===== config.mk =====
export PLATFORM = sky130hd
export DESIGN_NAME = column_mux
export DESIGN_NICKNAME = d
export VERILOG_FILES = /design/src/rtl/column_mux.sv
export SDC_FILE = /design/constraint.sdc
export NUM_CORES = 1
export LEC_CHECK = 0
export CORE_MARGIN = 2
export CORE_UTILIZATION = 49
export CTS_BUF_LIST = sky130_fd_sc_hd__clkbuf_8 sky130_fd_sc_hd__clkbuf_16
export CTS_CLUSTER_SIZE = 12
export DETAILED_ROUTE_END_ITERATION = 8
export GPL_TIMING_DRIVEN = 0
export PLACE_DENSITY = 0.75
export SLEW_MARGIN = 10
export SYNTH_ARGS = -nofsm -noshare
export SYNTH_HDL_FRONTEND = slang
export SYNTH_SLANG_ARGS = --single-unit

===== constraint.sdc =====
create_clock -name clk -period 1.93 [get_ports clk]
set_clock_uncertainty 0.2 [all_clocks]
set_input_delay 0.193 -clock clk [delete_from_list [all_inputs] [get_ports clk]]
set_output_delay 0.193 -clock clk [all_outputs]
set_load 0.03 [all_outputs]

===== src/rtl/column_mux.sv =====
// rtl/column_mux.sv - one-hot LED column multiplexer with dead time, slice tracking and timeout fault
module column_mux #(
    parameter int N_MUX       = 8,
    parameter int DEAD_CYCLES = 4,
    parameter int TIMEOUT     = 2048,
    parameter int N_SLICES    = 128
) (
    input  logic                        clk,
    input  logic                        rst,
    input  logic                        clk_enable,
    input  logic                        column_ready,
    input  logic                        position_sync,
    output logic [N_MUX-1:0]            mux_out,
    output logic [$clog2(N_MUX)-1:0]    mux_index,
    output logic [$clog2(N_SLICES)-1:0] slice_index,
    output logic                        slice_start,
    output logic                        timeout_fault
);

    localparam int MW = $clog2(N_MUX);
    localparam int SW = $clog2(N_SLICES);
    localparam int DW = $clog2(DEAD_CYCLES + 1);
    localparam int TW = $clog2(TIMEOUT + 1);

    localparam logic [MW-1:0]    MUX_LAST   = MW'(N_MUX - 1);
    localparam logic [SW-1:0]    SLICE_LAST = SW'(N_SLICES - 1);
    localparam logic [DW-1:0]    DEAD_LAST  = DW'(DEAD_CYCLES - 1);
    localparam logic [TW-1:0]    TO_LAST    = TW'(TIMEOUT - 1);
    localparam logic [N_MUX-1:0] ONE_HOT0   = {{(N_MUX-1){1'b0}}, 1'b1};

    typedef enum logic [1:0] {IDLE, DEAD, ON, FAULT} state_t;

    state_t            state_q;
    logic [N_MUX-1:0]  mux_out_q;
    logic [MW-1:0]     mux_index_q;
    logic [SW-1:0]     slice_index_q;
    logic              slice_start_q;
    logic              timeout_fault_q;
    logic              sync_pending_q;
    logic [DW-1:0]     dead_cnt_q;
    logic [TW-1:0]     to_cnt_q;

    logic              sync_now;
    logic              consume;
    logic [MW-1:0]     mux_index_d;
    logic [SW-1:0]     slice_index_d;

    // A sync seen in the same tick as column_ready counts as pending.
    always_comb begin
        sync_now      = sync_pending_q | position_sync;
        consume       = column_ready & sync_now;
        mux_index_d   = '0;
        if (!sync_now && mux_index_q != MUX_LAST) begin
            mux_index_d = mux_index_q + 1'b1;
        end
        slice_index_d = (slice_index_q == SLICE_LAST) ? '0 : slice_index_q + 1'b1;
    end

    always_ff @(posedge clk) begin
        if (rst) begin
            state_q         <= IDLE;
            mux_out_q       <= '0;
            mux_index_q     <= '0;
            slice_index_q   <= SLICE_LAST;
            slice_start_q   <= 1'b0;
            timeout_fault_q <= 1'b0;
            sync_pending_q  <= 1'b0;
            dead_cnt_q      <= '0;
            to_cnt_q        <= '0;
        end else begin
            slice_start_q <= 1'b0;
            if (clk_enable) begin
                if (position_sync) begin
                    sync_pending_q <= 1'b1;
                end
                if (column_ready) begin
                    to_cnt_q <= '0;
                end
                case (state_q)
                    IDLE: begin
                        if (consume) begin
                            state_q     <= DEAD;
                            mux_index_q <= '0;
                            dead_cnt_q  <= '0;
                        end
                    end
                    DEAD: begin
                        if (column_ready) begin
                            dead_cnt_q  <= '0;
                            mux_index_q <= mux_index_d;
                        end else if (to_cnt_q == TO_LAST) begin
                            state_q         <= FAULT;
                            mux_out_q       <= '0;
                            timeout_fault_q <= 1'b1;
                        end else begin
                            to_cnt_q <= to_cnt_q + 1'b1;
                            if (dead_cnt_q == DEAD_LAST) begin
                                state_q    <= ON;
                                mux_out_q  <= ONE_HOT0 << mux_index_q;
                                dead_cnt_q <= '0;
                            end else begin
                                dead_cnt_q <= dead_cnt_q + 1'b1;
                            end
                        end
                    end
                    ON: begin
                        if (column_ready) begin
                            state_q     <= DEAD;
                            mux_out_q   <= '0;
                            mux_index_q <= mux_index_d;
                            dead_cnt_q  <= '0;
                        end else if (to_cnt_q == TO_LAST) begin
                            state_q         <= FAULT;
                            mux_out_q       <= '0;
                            timeout_fault_q <= 1'b1;
                        end else begin
                            to_cnt_q <= to_cnt_q + 1'b1;
                        end
                    end
                    FAULT: begin
                        if (consume) begin
                            state_q         <= DEAD;
                            timeout_fault_q <= 1'b0;
                            mux_index_q     <= '0;
                            dead_cnt_q      <= '0;
                        end
                    end
                    default: state_q <= IDLE;
                endcase
                // Every consumed sync starts the next slice, whatever the state.
                if (consume) begin
                    sync_pending_q <= 1'b0;
                    slice_index_q  <= slice_index_d;
                    slice_start_q  <= 1'b1;
                end
            end
        end
    end

    assign mux_out       = mux_out_q;
    assign mux_index     = mux_index_q;
    assign slice_index   = slice_index_q;
    assign slice_start   = slice_start_q;
    assign timeout_fault = timeout_fault_q;

endmodule

# Yosys cells after proc, flatten, opt, wreduce, memory -nomap -nowiden
# Cells that the tools add are included.
[classes]
n_addsub = 4
n_eq_ne = 17
n_shift = 1
muxes = 34
n_bitwise = 3
n_reduce_logical = 16
[op_table]
columns = ["op", "count"]
rows = [
  ["12-bit 2-to-1 mux", 4],
  ["8-bit 2-to-1 mux", 5],
  ["3-bit 2-to-1 mux", 7],
  ["8-bit case mux with 2 select lines", 1],
  ["5-bit AND reduction", 3],
  ["12-bit by 1-bit adder with 12-bit output, second input constant", 1],
  ["12-bit by 11-bit == test with 1-bit output, second input constant", 1],
  ["2-bit 2-to-1 mux", 6],
  ["3-bit != test, second input constant", 4],
  ["3-bit case mux with 3 select lines", 1],
  ["2-bit != test, second input constant", 4],
  ["1-bit by 3-bit << shifter with 8-bit output, first input constant", 1],
  ["7-bit by 1-bit adder with 7-bit output, second input constant", 1],
  ["7-bit == test, second input constant", 1],
  ["7-bit 2-to-1 mux", 1],
  ["3-bit by 1-bit adder with 3-bit output, second input constant", 2],
  ["1-bit 2-to-1 mux", 6],
  ["2-bit by 1-bit != test with 1-bit output, second input constant", 3],
  ["2-bit case mux with 3 select lines", 1],
  ["3-bit case mux with 2 select lines", 1],
  ["2-bit nonzero test", 3],
  ["2-bit OR reduction", 3],
  ["2-bit == test, second input constant", 2],
  ["2-bit AND reduction", 2],
  ["11 further kinds", 11],
]
[totals]
reg_bits = 38
in_bits = 5
output_inout_bits = 20
elab_cells = 84

# Depth between registers and ports, before layout
[logic_depth]
ltp_word = 6
mapped_depth = 8
ltp_nobuf = 7

# Worst setup path after synthesis
# Ideal clock, no wire load.
[synth_timing]
path_type = "reg-to-reg"
from = "register state_q[0]"
to = "register to_cnt_q[11]"
setup_ns = 0.128
arrival_time_ns = 1.750
setup_slack_ns = -0.147
stages_incl_launch_ff = 9
n_path_buf = 1
period_less_slack_ns = 2.077
path_cell_list = "dfxtp_1 inv_1 ha_1 buf_6 and4b_1 nand3_1 nor4_1 xnor2_1 nor2_1"
[synth_between]
elab_chain_len = 3
[synth_rtl]
columns = ["element", "line", "text"]
rows = [
  ["start, declared", "33", "state_t state_q;"],
  ["start signal, assigned", "61", "state_q <= IDLE;"],
  ["start signal, assigned", "82", "state_q <= DEAD;"],
  ["start signal, assigned", "92", "state_q <= FAULT;"],
  ["2-bit == test or 2-bit by 1-bit == test with 1-bit output (tied branches)", "79", "case (state_q)"],
  ["2-bit OR reduction (no source line) (*)", "-", ""],
  ["12-bit 2-to-1 mux (*)", "-", ""],
  ["end signal, assigned", "96", "to_cnt_q <= to_cnt_q + 1'b1;"],
  ["end signal, assigned", "117", "to_cnt_q <= to_cnt_q + 1'b1;"],
  ["end, declared", "41", "logic [TW-1:0] to_cnt_q;"],
]
# Mark *: on every way between the ends. The rest lies on a longest branch, timed or not.
# A chain may end at the register's enable or synchronous reset.

# Worst setup path after layout
[layout_timing]
from = "register to_cnt_q[0]"
to = "register mux_out_q[5], in the netlist mux_out[5]"
[layout_between]
elab_chain_len = 4
[layout_rtl]
columns = ["element", "line", "text"]
rows = [
  ["12-bit by 11-bit == test with 1-bit output (*)", "91, 112", ""],
  ["8-bit 2-to-1 mux", "91", "end else if (to_cnt_q == TO_LAST) begin"],
  ["8-bit 2-to-1 mux", "88", "if (column_ready) begin"],
  ["8-bit case mux with 2 select lines", "79", ""],
  ["end signal, assigned", "99", "mux_out_q <= ONE_HOT0 << mux_index_q;"],
  ["end, declared", "34", "logic [N_MUX-1:0] mux_out_q;"],
]
# Mark *: on every way between the ends. The rest lies on a longest branch, timed or not. The select of a mux whose other input is x is not followed.

==> results.md <==
- Post-synthesis net count: 245
- Post-CTS Hold Fix Bufs: 0
- Violation count after the first detailed-route iteration: 90
- Transition at the pin with the smallest max-transition slack: 0.536 ns
- Number of sinks driven by the clock tree: 38
- Cell Count, Final, Fillers Out: 330
- Worst Hold Depth: 2
- End of the worst hold path: mux_out[7]
- Placed Cells: 300
- Routed WL: 5140 um
- Layout Nets: 298
- Die area: 4510 um^2
- Worst-case vdd ir drop: 0.446 mV
- H-Tree Depth: 2
- Final max-slew violation count: 0
- Clock period minus worst slack: 2.14 ns
- Final setup violation count: 19
- Global-route wire length before repair: 7910 um
- Worst R2R Path Depth: 8
- Detail Route Antenna Nets: 0
- Hold WC Path Type: flop to flop
- Synthesized area: 1950 um^2
- Maximum operating frequency: 0.467 GHz
- Fraction of synthesized area in multiplexers: 2.05%
- Required @ worst endpoint: 1.97 ns
- Share of the synthesized area in the top cell type: 38.9%
- All-layer global routing usage: 23.5%
- Worst flop-to-flop path endpoint: mux_out[5]
- Count of state elements after synthesis: 38
- Post-route DRC: 0
- Vias in the first global route: 1705
- Area inside the core boundary: 3740 um^2
- Post-route clock period utilization: 111%
- Portion of the post-synthesis area used by sequential elements: 38.9%
- I/O pin count: 25
- Predominant post-synthesis flop cell: dfxtp_1
- Overflow left after global routing: 0
- Dominant cells by area after synthesis: dfxtp_1 (39%), ha_1 (7.7%), nor2_1 (5.8%), a21oi_1 (4.4%), nand2_1 (4.0%)
- Post-synthesis area per instance: 8.57 um^2
- Compound-gate portion of the synthesized area: 15.2%
- Worst Slack Setup Final: -0.213 ns
- Wirelength per Cell: 15.6 um
- Vias: 1846
- Area added between synthesis and finish: 42.5%
- Post-synth ARST share: 0%
- Total Neg Setup Slack: -2.55 ns
- Utilization after layout: 74.4%
- Total of warnings raised by yosys: 0
- Insertion delay to the later sink of the worst-skew pair: 0.30 ns
- GPL Wtd Cong: 0.827
- Leakage: 1.04 nW
- Number of enable-type register cells in the synthesized netlist: 0
- RSZ-0062 raised after global routing: yes
- Initial antenna violation count: 0
- R2R Setup Slk: -0.21 ns
- Dominant combinational cell family by area after synthesis: simple AND/OR/NAND/NOR gates
- Slew HR: 64.3%
- Startpoint of the worst-slack reg-to-reg timing path: to_cnt_q[0]
- Top cell type by total area after synthesis: dfxtp_1
- Clk buf depth: 2
- TritonCTS clock tree: built
- Die Width: 67.2 um
- Worst setup path class: flop to flop
- Pin count of the biggest net entering global routing: 13
- Number of max-cap violations: 0
- Critical path startpoint category: flop
- Layout cell share with drive strength beyond 1: 29.4%
- Status: finished, violations left
- Vias per std cell: 5.59
- Ratio of total power to cell area: 699 nW/um^2
- Adder-cell area share of the yosys netlist: 7.68%
- Height of the die: 67.2 um
- Critical path arrival: 2.18 ns
- Largest driver fanout on the critical path: 8
- Number of buffers created by CTS: 5
- Synth Area in Simple Gates: 27.5%
- Worst slack at placement: -0.466 ns
- Failing checks: negative setup slack
- Clock root buffer: clkbuf_8
- Number of instances in the synthesized netlist: 228
- Critical Path End Type: flop
- Starting density of the core: 52.2%
- Antenna Cells: 0
- PortBufs: 24
- Power, Total: 0.00195 W
- Total count of hold-check failures in the final report: 0
- Clock edge transition at the registers on the reported setup and hold paths: 0.08 ns
- XOR/XNOR Fraction of Synth Area: 4.48%
- Worst min-delay path startpoint: mux_out[7]
- Number of distinct library cells after synthesis: 44
- Number of rows in the core area: 22
- Dpl hpwl: 3170 um
- First-pass DRT Iterations: 4
- Count of filler cells inserted in the layout: 284
[per-layer routing]
metal | vias to the layer above | GRT usage [%] | share of wire (%)
met5 | - | 0 | 0
met4 | 0 | 8.93 | 1.4
met3 | 6 | 5.17 | 4.0
met2 | 41 | 38.9 | 49
met1 | 884 | 30.0 | 46
li1 | 915 | - | -
[final cells by class]
class | count | area (um^2) | area share, %
multi-input combinational | 175 | 1350 | 48.4
timing repair buffer | 46 | 419 | 15.0
inverter | 7 | 26.3 | 0.943
clock inverter | 2 | 12.5 | 0.449
clock buffer | 6 | 82.6 | 2.96
sequential | 38 | 777 | 27.9
buffer | 8 | 58.8 | 2.11
tap | 48 | 60.1 | 2.16
[state kept, by name, indices dropped and copies added (netlist names)]
signal and count:
state_q 2, slice_start 1, slice_index 7, dead_cnt_q 3, sync_pending_q 1, mux_index 3
to_cnt_q 12, mux_out 8, timeout_fault 1
[worst max path at each step]
stage | slack (ns) | cells after the start | end | from
after floorplan | -0.10 | 7 | mux_out[4] | to_cnt_q[1]
after global placement | -0.45 | 7 | to_cnt_q[10] | clk_enable
after detailed placement | -0.47 | 7 | to_cnt_q[10] | clk_enable
after CTS | -0.15 | 8 | mux_out[5] | to_cnt_q[0]
after global routing | -0.29 | 8 | mux_out[6] | to_cnt_q[0]
final | -0.21 | 8 | mux_out[5] | to_cnt_q[0]
[repair_timing]
| action | in CTS | in global routing |
|---|---|---|
| buffers inserted | 14 | 9 |
| endpoints found under the setup margin | 24 | 31 |
| resized for setup | 23 | 36 |
| pin swaps | 21 | 16 |
[where the power goes]
group | internal (W) | switching (W)
Sequential | 0.000819 | 0.0000387
Combinational | 0.000226 | 0.000278
Clock | 0.000287 | 0.000296
Total | 0.00133 | 0.000613
[synthesized netlist by cell type (all sizes together) (2+ instances only)]
| master | n |
|---|---|
| o21ai | 8 |
| nand2 | 21 |
| mux2i | 4 |
| nor2b | 2 |
| a21oi | 17 |
| nand2b | 6 |
| nor3 | 6 |
| nor2 | 30 |
| xnor2 | 5 |
| and4 | 3 |
| dfxtp | 38 |
| nand3 | 13 |
| nand4 | 5 |
| a31oi | 3 |
| a21o | 2 |
| inv | 7 |
| buf | 6 |
| a211oi | 2 |
| clkbuf | 2 |
| ha | 12 |
| or3 | 2 |
| nor4 | 4 |
| xor2 | 5 |
| o21bai | 6 |
| and3 | 3 |
[metrics by stage]
| stage | hold slack [ns] | cell area (um^2) |
|---|---|---|
| 6_report | 0.266 | 2790 |
| 3_3_place_gp | 0.242 | 2280 |
| 4_1_cts | 0.259 | 2550 |
| 2_1_floorplan | 0.138 | 1980 |
| 3_5_place_dp | 0.244 | 2280 |
| 5_1_grt | 0.287 | 2790 |
[cells in the final DEF (no fill, tap or decap), types with 6 or more instances in the layout]
master and n:
buf_6 6, ha_1 8, o21bai_1 6, dfxtp_1 29, nand3_1 10, dfxtp_2 7
nand2_1 19, o21ai_0 6, clkbuf_8 6, buf_4 19, a21oi_1 13, clkdlybuf4s50_1 23
inv_1 6, nor2_1 28
[logic make-up (layout without fill, tap and decap cells)]
group	count (synthesis)	after routing
adder cells (fa/ha/maj)	12	12
AND/OR/NAND/NOR	104	104
AO/OA/AOI/OAI	45	45
XOR/XNOR	10	10
buffers and inverters	15	69
flip-flops	38	38
multiplexers	4	4
[worst max-delay path: stages (launching register included)]
cell      delay (ns)
dfxtp_4         0.38
ha_4            0.14
nand4_1         0.18
or3_1           0.37
buf_6           0.14
a221oi_4        0.26
buf_6           0.16
nand4_1         0.11
a21oi_2         0.14
Power figures use the tool's default switching activity.
